### src/rtl/protocol_pkg.sv
// Shared protocol definitions for the control-unit SPI link.
//   synth_t        : complete synthesizer parameter frame (480 bits, 60 bytes)
//   reset_synth_t  : value the synthesis core sees before any frame arrives
//   SPI_STATUS_*   : bit positions of the STATUS byte returned on MISO
package protocol_pkg;

  typedef struct packed {
    logic [31:0] rate;
    logic [31:0] duration;
  } envelope_t;

  typedef struct packed {
    logic [31:0] freq;
    logic [7:0]  shape;
    envelope_t   env;
  } wave_gen_t;

  // wave_gens[0] is the most significant generator; byte 0 on the wire is
  // the top byte of reverb.
  typedef struct packed {
    logic [31:0]     reverb;
    logic [31:0]     volume;
    wave_gen_t [0:3] wave_gens;
  } synth_t;

  // Silent generators, half volume, no reverb.
  localparam synth_t reset_synth_t =
    synth_t'({32'h0000_0000, 32'h4000_0000, {(4 * $bits(wave_gen_t)){1'b0}}});

  localparam int SPI_STATUS_VALID_BIT = 0;
  localparam int SPI_STATUS_ERR_BIT   = 1;
  localparam int SPI_STATUS_CNT_LSB   = 2;
  localparam int SPI_STATUS_CNT_W     = 8 - SPI_STATUS_CNT_LSB;

  function automatic logic [7:0] spi_status_byte(
    input logic                        last_valid,
    input logic                        last_err,
    input logic [SPI_STATUS_CNT_W-1:0] frame_cnt
  );
    logic [7:0] s;
    s = '0;
    s[SPI_STATUS_VALID_BIT] = last_valid;
    s[SPI_STATUS_ERR_BIT]   = last_err;
    s[SPI_STATUS_CNT_LSB +: SPI_STATUS_CNT_W] = frame_cnt;
    return s;
  endfunction

endpackage

### src/rtl/spi_sync.sv
// Multi-flop synchronizer for one asynchronous pin, followed by an
// edge-detect register.
//   clk, rst : system clock, synchronous active-high reset
//   d_i      : asynchronous input
//   level_o  : synchronized level
//   rise_o   : one-cycle pulse on a synchronized 0->1 transition
//   fall_o   : one-cycle pulse on a synchronized 1->0 transition
module spi_sync #(
  parameter int SYNC_STAGES = 2
) (
  input  logic clk,
  input  logic rst,
  input  logic d_i,
  output logic level_o,
  output logic rise_o,
  output logic fall_o
);

  logic [SYNC_STAGES-1:0] sync_q;
  logic                   prev_q;

  // Everything resets to 0. For chip select this means the receiver only
  // leaves WAIT_IDLE after it has really observed the pin high.
  always_ff @(posedge clk) begin
    if (rst) begin
      sync_q <= '0;
      prev_q <= 1'b0;
    end else begin
      sync_q[0] <= d_i;
      for (int i = 1; i < SYNC_STAGES; i++) begin
        sync_q[i] <= sync_q[i-1];
      end
      prev_q <= sync_q[SYNC_STAGES-1];
    end
  end

  assign level_o = sync_q[SYNC_STAGES-1];
  assign rise_o  = sync_q[SYNC_STAGES-1] & ~prev_q;
  assign fall_o  = ~sync_q[SYNC_STAGES-1] & prev_q;

endmodule

### src/rtl/synth_spi_rx.sv
// SPI mode-0 slave frame receiver, oversampled in the clk domain.
// Deserializes one synth_t per chip-select window (LSB first per byte,
// byte 0 = most significant) and commits it atomically to synth.
//   clk, rst    : system clock, synchronous active-high reset
//   sclk, mosi  : SPI clock / data in (asynchronous)
//   csel        : SPI chip select, active low (asynchronous)
//   miso        : STATUS byte, then echo of each received byte
//   synth       : last committed frame
//   frame_valid : one-cycle pulse when synth is updated
//   frame_err   : one-cycle pulse when a window is discarded
//   busy        : high while a window is being received
module synth_spi_rx
  import protocol_pkg::*;
#(
  parameter int FRAME_BYTES = $bits(synth_t) / 8,
  parameter int SYNC_STAGES = 2
) (
  input  logic   clk,
  input  logic   rst,
  input  logic   sclk,
  input  logic   mosi,
  input  logic   csel,
  output logic   miso,
  output synth_t synth,
  output logic   frame_valid,
  output logic   frame_err,
  output logic   busy
);

  localparam int SW         = $bits(synth_t);
  localparam int BYTE_CNT_W = $clog2(FRAME_BYTES + 2);
  localparam logic [BYTE_CNT_W-1:0] BYTES_FULL = BYTE_CNT_W'(FRAME_BYTES);
  localparam logic [BYTE_CNT_W-1:0] BYTES_SAT  = BYTE_CNT_W'(FRAME_BYTES + 1);

  typedef enum logic [1:0] {WAIT_IDLE, IDLE, RECV, COMMIT} state_e;

  state_e state_q, state_d;

  logic sclk_rise, sclk_fall, sclk_lvl;
  logic mosi_lvl, mosi_rise, mosi_fall;
  logic csel_lvl, csel_rise, csel_fall;

  spi_sync #(.SYNC_STAGES(SYNC_STAGES)) u_sync_sclk (
    .clk(clk), .rst(rst), .d_i(sclk),
    .level_o(sclk_lvl), .rise_o(sclk_rise), .fall_o(sclk_fall));
  spi_sync #(.SYNC_STAGES(SYNC_STAGES)) u_sync_mosi (
    .clk(clk), .rst(rst), .d_i(mosi),
    .level_o(mosi_lvl), .rise_o(mosi_rise), .fall_o(mosi_fall));
  spi_sync #(.SYNC_STAGES(SYNC_STAGES)) u_sync_csel (
    .clk(clk), .rst(rst), .d_i(csel),
    .level_o(csel_lvl), .rise_o(csel_rise), .fall_o(csel_fall));

  // Only some synchronizer outputs are needed.
  logic sync_unused;
  assign sync_unused = &{1'b0, sclk_lvl, mosi_rise, mosi_fall};

  logic [2:0]            bit_cnt_q;
  logic [BYTE_CNT_W-1:0] byte_cnt_q;
  logic [7:0]            byte_sr_q;
  logic [7:0]            tx_sr_q;
  logic                  miso_q;
  synth_t                stage_q;
  synth_t                synth_q;
  logic                  last_valid_q, last_err_q;
  logic [SPI_STATUS_CNT_W-1:0] frame_cnt_q;

  logic [7:0] byte_new;
  logic [7:0] status;
  logic       frame_good;

  assign byte_new   = {mosi_lvl, byte_sr_q[7:1]};
  assign status     = spi_status_byte(last_valid_q, last_err_q, frame_cnt_q);
  // Counters are frozen from the csel rise through COMMIT, so the same
  // test serves both the commit decision and the output pulses.
  assign frame_good = (byte_cnt_q == BYTES_FULL) && (bit_cnt_q == 3'd0);

  // State register
  always_ff @(posedge clk) begin
    if (rst) state_q <= WAIT_IDLE;
    else     state_q <= state_d;
  end

  // Next-state logic
  always_comb begin
    state_d = state_q;
    case (state_q)
      WAIT_IDLE: if (csel_lvl)  state_d = IDLE;
      IDLE:      if (csel_fall) state_d = RECV;
      RECV:      if (csel_rise) state_d = COMMIT;
      COMMIT:                   state_d = IDLE;
      default:                  state_d = WAIT_IDLE;
    endcase
  end

  // Outputs
  always_comb begin
    busy        = (state_q == RECV);
    miso        = (state_q == RECV) & miso_q;
    frame_valid = (state_q == COMMIT) &  frame_good;
    frame_err   = (state_q == COMMIT) & ~frame_good;
  end

  assign synth = synth_q;

  // Datapath
  always_ff @(posedge clk) begin
    if (rst) begin
      bit_cnt_q    <= '0;
      byte_cnt_q   <= '0;
      byte_sr_q    <= '0;
      tx_sr_q      <= '0;
      miso_q       <= 1'b0;
      stage_q      <= reset_synth_t;
      synth_q      <= reset_synth_t;
      last_valid_q <= 1'b0;
      last_err_q   <= 1'b0;
      frame_cnt_q  <= '0;
    end else begin
      case (state_q)
        IDLE: begin
          if (csel_fall) begin
            bit_cnt_q  <= '0;
            byte_cnt_q <= '0;
            tx_sr_q    <= status;
            miso_q     <= status[0];
          end
        end
        RECV: begin
          if (csel_rise) begin
            // Commit is decided here so synth and frame_valid change together.
            if (frame_good) begin
              synth_q      <= stage_q;
              frame_cnt_q  <= frame_cnt_q + SPI_STATUS_CNT_W'(1);
              last_valid_q <= 1'b1;
              last_err_q   <= 1'b0;
            end else begin
              last_valid_q <= 1'b0;
              last_err_q   <= 1'b1;
            end
          end else if (sclk_rise) begin
            byte_sr_q <= byte_new;
            bit_cnt_q <= bit_cnt_q + 3'd1;
            if (bit_cnt_q == 3'd7) begin
              if (byte_cnt_q < BYTES_FULL) begin
                stage_q <= synth_t'({stage_q[SW-9:0], byte_new});
              end
              if (byte_cnt_q != BYTES_SAT) begin
                byte_cnt_q <= byte_cnt_q + BYTE_CNT_W'(1);
              end
            end
          end else if (sclk_fall) begin
            // bit_cnt wrapped to 0: a byte just completed and byte_sr holds
            // it, so it becomes the next echo slot.
            if (bit_cnt_q == 3'd0) begin
              if (byte_cnt_q != '0) begin
                tx_sr_q <= byte_sr_q;
                miso_q  <= byte_sr_q[0];
              end
            end else begin
              miso_q <= tx_sr_q[bit_cnt_q];
            end
          end
        end
        default: ;
      endcase
    end
  end

endmodule
### config.mk
export PLATFORM = sky130hd
export DESIGN_NAME = synth_spi_rx
export DESIGN_NICKNAME = d
export VERILOG_FILES = /design/src/rtl/protocol_pkg.sv /design/src/rtl/spi_sync.sv /design/src/rtl/synth_spi_rx.sv
export SDC_FILE = /design/constraint.sdc
export NUM_CORES = 2
export LEC_CHECK = 0
export BUFFER_PORTS_ARGS = -buffer_cell sky130_fd_sc_hd__buf_2
export CORE_MARGIN = 8
export CORE_UTILIZATION = 56
export DETAILED_ROUTE_END_ITERATION = 16
export PLACE_DENSITY = 0.78
export SYNTH_ARGS = -nofsm -noshare
export SYNTH_HDL_FRONTEND = slang
export SYNTH_SLANG_ARGS = --single-unit
### constraint.sdc
create_clock -name clk -period 7.03 [get_ports clk]
set_clock_uncertainty 0.1 [all_clocks]
set_input_delay 1.406 -clock clk [delete_from_list [all_inputs] [get_ports clk]]
set_output_delay 1.406 -clock clk [all_outputs]
set_load 0.02 [all_outputs]
# After elaboration in Yosys (flattened, before gate mapping)
# Cells that the tools add are included.
[totals]
romBits = 0
mem_count = 0
ramBits = 0
latch_bits = 0
ff_bits = 1004
[classes]
add_sub_neg = 3
n_mul = 0
magnitude_cmp = 2
eq_ne = 18
n_mux = 32
div = 0
bitwise = 13
n_shift = 0
reduce_logical = 14
[op_table]
columns = ["cell", "n"]
rows = [
  ["8-bit two-way mux", 6],
  ["6-bit two-way mux", 5],
  ["2-bit by 1-bit != test with 1-bit output, second input constant", 8],
  ["8-bit case mux with 2 select lines", 1],
  ["6-bit by 1-bit adder with 6-bit output, second input constant", 2],
  ["6-bit case mux with 2 select lines", 1],
  ["6-bit AND reduction", 2],
  ["1-bit two-way mux", 9],
  ["3-bit two-way mux", 3],
  ["3-bit AND reduction", 3],
  ["2-bit case mux with 4 select lines", 1],
  ["1-bit bitwise AND", 7],
  ["7-bit AND reduction", 1],
  ["6-bit equality test, second input constant", 1],
  ["6-bit < comparator, second input constant", 1],
  ["2-bit two-way mux", 3],
  ["2-bit != test, second input constant", 3],
  ["6-bit != test, second input constant", 1],
  ["1-bit NOT", 6],
  ["3-bit case mux with 2 select lines", 1],
  ["6-bit nonzero test", 1],
  ["5-bit AND reduction", 1],
  ["2-bit equality test, second input constant", 2],
  ["3-bit by 4-bit < comparator with 1-bit output, second input constant", 1],
  ["other kinds (12)", 12],
]

# Logic depth before layout (Yosys ltp)
[logic_depth]
ltp_word = 7
ltp_mapped = 12
depth_no_buf = 7

# Cells and area by module
# From an unflattened synthesis, not the netlist that was laid out.
[hier_totals]
cells_unflattened = 4396
area_unflattened_um2 = 34949.8
[modules_own_cells]
columns = ["mod", "instances", "cells_each", "seq_area_each_um2", "area_per_inst_um2"]
rows = [
  ["synth_spi_rx", 1, 4372, 19939.1, 34675.8],
  ["spi_sync", 3, 8, 60.1, 91.3],
]

# Worst setup path before layout
# OpenSTA, ideal clock, no wires.
[synth_path]
path_type = "register to output"
startpoint = "reg bit_cnt_q[0]"
endpoint = "out frame_err"
n_path_buf = 0
path_slack_ps = 4123
arrival_ps = 1401
stages_incl_launch_ff = 6
cell_sequence = "dfxtp_1 inv_1 ha_1 nor2b_1 and3_1 nor2b_1"
[synth_via]
elab_chain_cells = 4
[synth_rtl]
columns = ["item", "line", "source"]
rows = [
  ["start, declared", "synth_spi_rx.sv:57", "logic [2:0] bit_cnt_q;"],
  ["start signal, assigned", "synth_spi_rx.sv:142", "bit_cnt_q <= bit_cnt_q + 3'd1;"],
  ["3-bit logical NOT", "synth_spi_rx.sv:75", "assign frame_good = (byte_cnt_q == BYTES_FULL) && (bit_cnt_q == 3'd0);"],
  ["1-bit logical AND", "synth_spi_rx.sv:75", ""],
  ["1-bit NOT", "synth_spi_rx.sv:100", "frame_err = (state_q == COMMIT) & ~frame_good;"],
  ["1-bit bitwise AND", "synth_spi_rx.sv:100", ""],
  ["end, declared", "synth_spi_rx.sv:26", "output logic frame_err,"],
]
# No other way between the ends.

# Final worst setup path
# Ends and elaborated chain as after synthesis.

==> results.sh <==
export IMPL_fmax_mhz=242.2
export IMPL_ys_seq_elements=1004
export IMPL_ir_drop_uv=216.5
export IMPL_max_stage_delay_ns=0.47
export IMPL_antenna_left=0
export IMPL_crit_buf_inv=2
export IMPL_worst_pin_slew_ns=1.210
export IMPL_port_buffers=488
export IMPL_antenna_found_initial=1
export IMPL_ys_warn_count=0
export IMPL_synth_top_area_cell="dfxtp_1"
export IMPL_dr_wl_met3_um=5866
export IMPL_critPathArrivalTime_ns=2.62
export IMPL_num_vias=29750
export IMPL_synth_edf_count=0
export IMPL_grt_setup_unrepaired="no"
export IMPL_syn_to_final_growth_pct=16.35
export IMPL_layout_drive_gt1_share_pct=14.32
export IMPL_fin_nets=4689
export IMPL_yosys_cell_types_count=47
export IMPL_hold_start="u_sync_csel.sync_q[0]"
export IMPL_cts_tree="done"
export IMPL_setup_viol=0
export IMPL_min_period_over_period_pct=58.74
export IMPL_num_io_pins=489
export IMPL_period_needed_ns=4.130
export IMPL_synth_cells=4394
export IMPL_status="finished, final reports clean"
export IMPL_syn_area_per_cell_um2=7.896
export IMPL_power_leakage_nw=14.79
export IMPL_hold_path_class="register to register"
export IMPL_path_clk_slew_ns=0.07
export IMPL_rows=91
export IMPL_grt_max_degree=253
export IMPL_initial_utilization_pct=56.43
export IMPL_critPathMaxFanout=6
export IMPL_grt_overflow_total=0
export IMPL_relSlewSlack_pct=19.36
export IMPL_synth_top_area_share_pct=57.93
export IMPL_wl_met2_um=42440
export IMPL_crit_type="register to primary output"
export IMPL_core_area_um2=61480
export IMPL_critical_path_required_ns=5.52
export IMPL_fin_tns_setup_ns=0
export IMPL_dpl_hpwl_um=54760
export IMPL_dieArea_um2=70180
export IMPL_route_detailed_wl_per_inst_um=16.16
export IMPL_cts_root_buf="clkbuf_16"
export IMPL_postCtsSetupBuffers=0
export IMPL_cp_cell_sequence="inv_1 -> ha_1 -> nor2b_1 -> and3_1 -> nor2b_1 -> buf_2"
export IMPL_diodes=0
export IMPL_critPathLaunch="bit_cnt_q[0]"
export IMPL_cts_max_path_buffers=3
export IMPL_drc=0
export IMPL_wl_met1_um=38170
export IMPL_grt_pass1_wl_um=142200
export IMPL_htree_levels=3
export IMPL_crit_path_top_delay_cell="dfxtp_1"
export IMPL_clk_latency_ns=0.64
export IMPL_critPathTopFamily="simple AND/OR/NAND/NOR gates"
export IMPL_first_iter_violations=3097
export IMPL_placed_cell_area_um2=37050
export IMPL_powerDensity_nw_per_um2=279.1
export IMPL_top_layer="met4"
export IMPL_drv_cap=0
export IMPL_crit_top_cell="nor2b_1"
export IMPL_cp_start_kind="register"
export IMPL_yosysSeqAreaShare_pct=57.93
export IMPL_finalHoldViolations=0
export IMPL_synth_area_leaders="dfxtp_1 (58%), nand2_1 (21%), a21oi_1 (14%)"
export IMPL_stdcell_area_um2=40370
export IMPL_grt_util_all_layers_pct=24.09
export IMPL_gp_congestion=0.8186
export IMPL_grt_pass1_vias=27210
export IMPL_cts_resized=0
export IMPL_crit_reg2reg_launch="state_q[0]"
export IMPL_synth_area_um2=34700
export IMPL_cts_buffers=97
export IMPL_final_max_slew_viol_count=0
export IMPL_cts_sinks=1004
export IMPL_wirelength_um=89620
export IMPL_cp_end_kind="primary output"
export IMPL_synthFlopType="dfxtp_1"
export IMPL_hold_buffers=0
export IMPL_synth_fp_nets=4410
export IMPL_die_w_um=264.9
export IMPL_via_per_inst=5.365
export IMPL_die_y_um=264.9
export IMPL_first_pass_iters=5
export IMPL_synthTopCellsByCount="nand2_1 (1931), dfxtp_1 (1004), a21oi_1 (968)"
export IMPL_yosysMostFrequentCell="nand2_1"
export IMPL_synthArstFlopShare_pct=0
==> through the flow <==
step | hold slack [ns] | setup slack (ns) | instances | power, mW | util (%)
3_5_place_dp | 0.3204 | 3.491 | 5364 | 6.095 | 60.26
3_3_place_gp | 0.3243 | 3.528 | 5364 | 6.091 | 60.26
4_1_cts | 0.3427 | 2.810 | 5545 | 11.35 | 65.66
2_1_floorplan | 0.3138 | 4.123 | 4394 | 6.044 | -
5_1_grt | 0.3578 | 2.730 | 5545 | 11.60 | 65.66
6_report | 0.3418 | 2.900 | 5545 | 11.27 | 65.66
==> cells in the final DEF (no fill, tap or decap), types with 5 or more instances in the layout <==
cell type	instances
a211oi_1	10
mux2i_1	22
nor2b_1	13
nand3_1	8
clkinv_2	20
buf_2	487
dfxtp_1	1004
inv_1	9
clkbuf_8	24
nor2_1	34
clkbuf_1	19
nor3_1	5
clkinvlp_4	5
ha_1	11
nand2b_1	5
nand2_1	1930
buf_4	12
a21oi_1	968
clkbuf_16	99
buf_12	10
bufinv_16	7
==> power by group <==
| part | internal (mW) | switching [mW] | total, mW |
|---|---|---|---|
| clock network | 3.11 | 2.19 | 5.30 |
| logic | 0.0684 | 0.174 | 0.243 |
| registers | 5.71 | 0.0151 | 5.72 |
| total | 8.89 | 2.38 | 11.3 |
==> path summary, 6_finish.rpt <==
| check | endpoint | slack, ns | depth (start not counted) |
|---|---|---|---|
| hold / removal | u_sync_csel.sync_q[1] | 0.34 | 1 |
| setup / recovery | frame_err | 2.90 | 6 |
| hold reg to reg | u_sync_csel.sync_q[1] | 0.34 | 1 |
| setup reg to reg | stage_q[342] | 3.36 | 9 |
==> flip-flops by register name, indices dropped and copies added, names as in the netlist, 3 cells and up <==
name and cells:
tx_sr_q 8, frame_cnt_q 6, stage_q 480, byte_sr_q 8, synth 480, byte_cnt_q 6, bit_cnt_q 3
==> routing by layer <==
layer  global-route usage [%]  up-vias
li1                         -    14700
met4                    9.722        0
met5                        0        -
met2                    38.92      847
met1                    31.43    14040
met3                    5.032      163
==> worst register-to-register path, delay by kind of cell, from the launching register on <==
family,cells,cell delay [ns]
DFF,1,0.35
AOI/OAI and AO/OA,1,0.10
and+or+nand+nor,3,1.94
buffers and inverters,4,0.87
adders and majority gates,1,0.15
==> layout make-up <==
type,count,area [um^2]
clock buffers,142,2879
clock inverters,39,439.2
well taps,790,988.4
multi-input cells,3050,13180
fillers,5124,21120
flip-flops and latches,1004,20100
inverters,10,37.54
repair buffers,510,2743
==> cell families after synthesis <==
family | after synthesis | share of synthesized area, %
flip-flops | 1004 | 57.93
buffers and inverters | 340 | 4.129
AND/OR/NAND/NOR | 2014 | 22.14
AO/OA/AOI/OAI | 996 | 14.58
adder cells (fa/ha/maj) | 11 | 0.3967
multiplexers | 24 | 0.6996
XOR/XNOR | 5 | 0.1262
(Power assumes the default switching activity.)
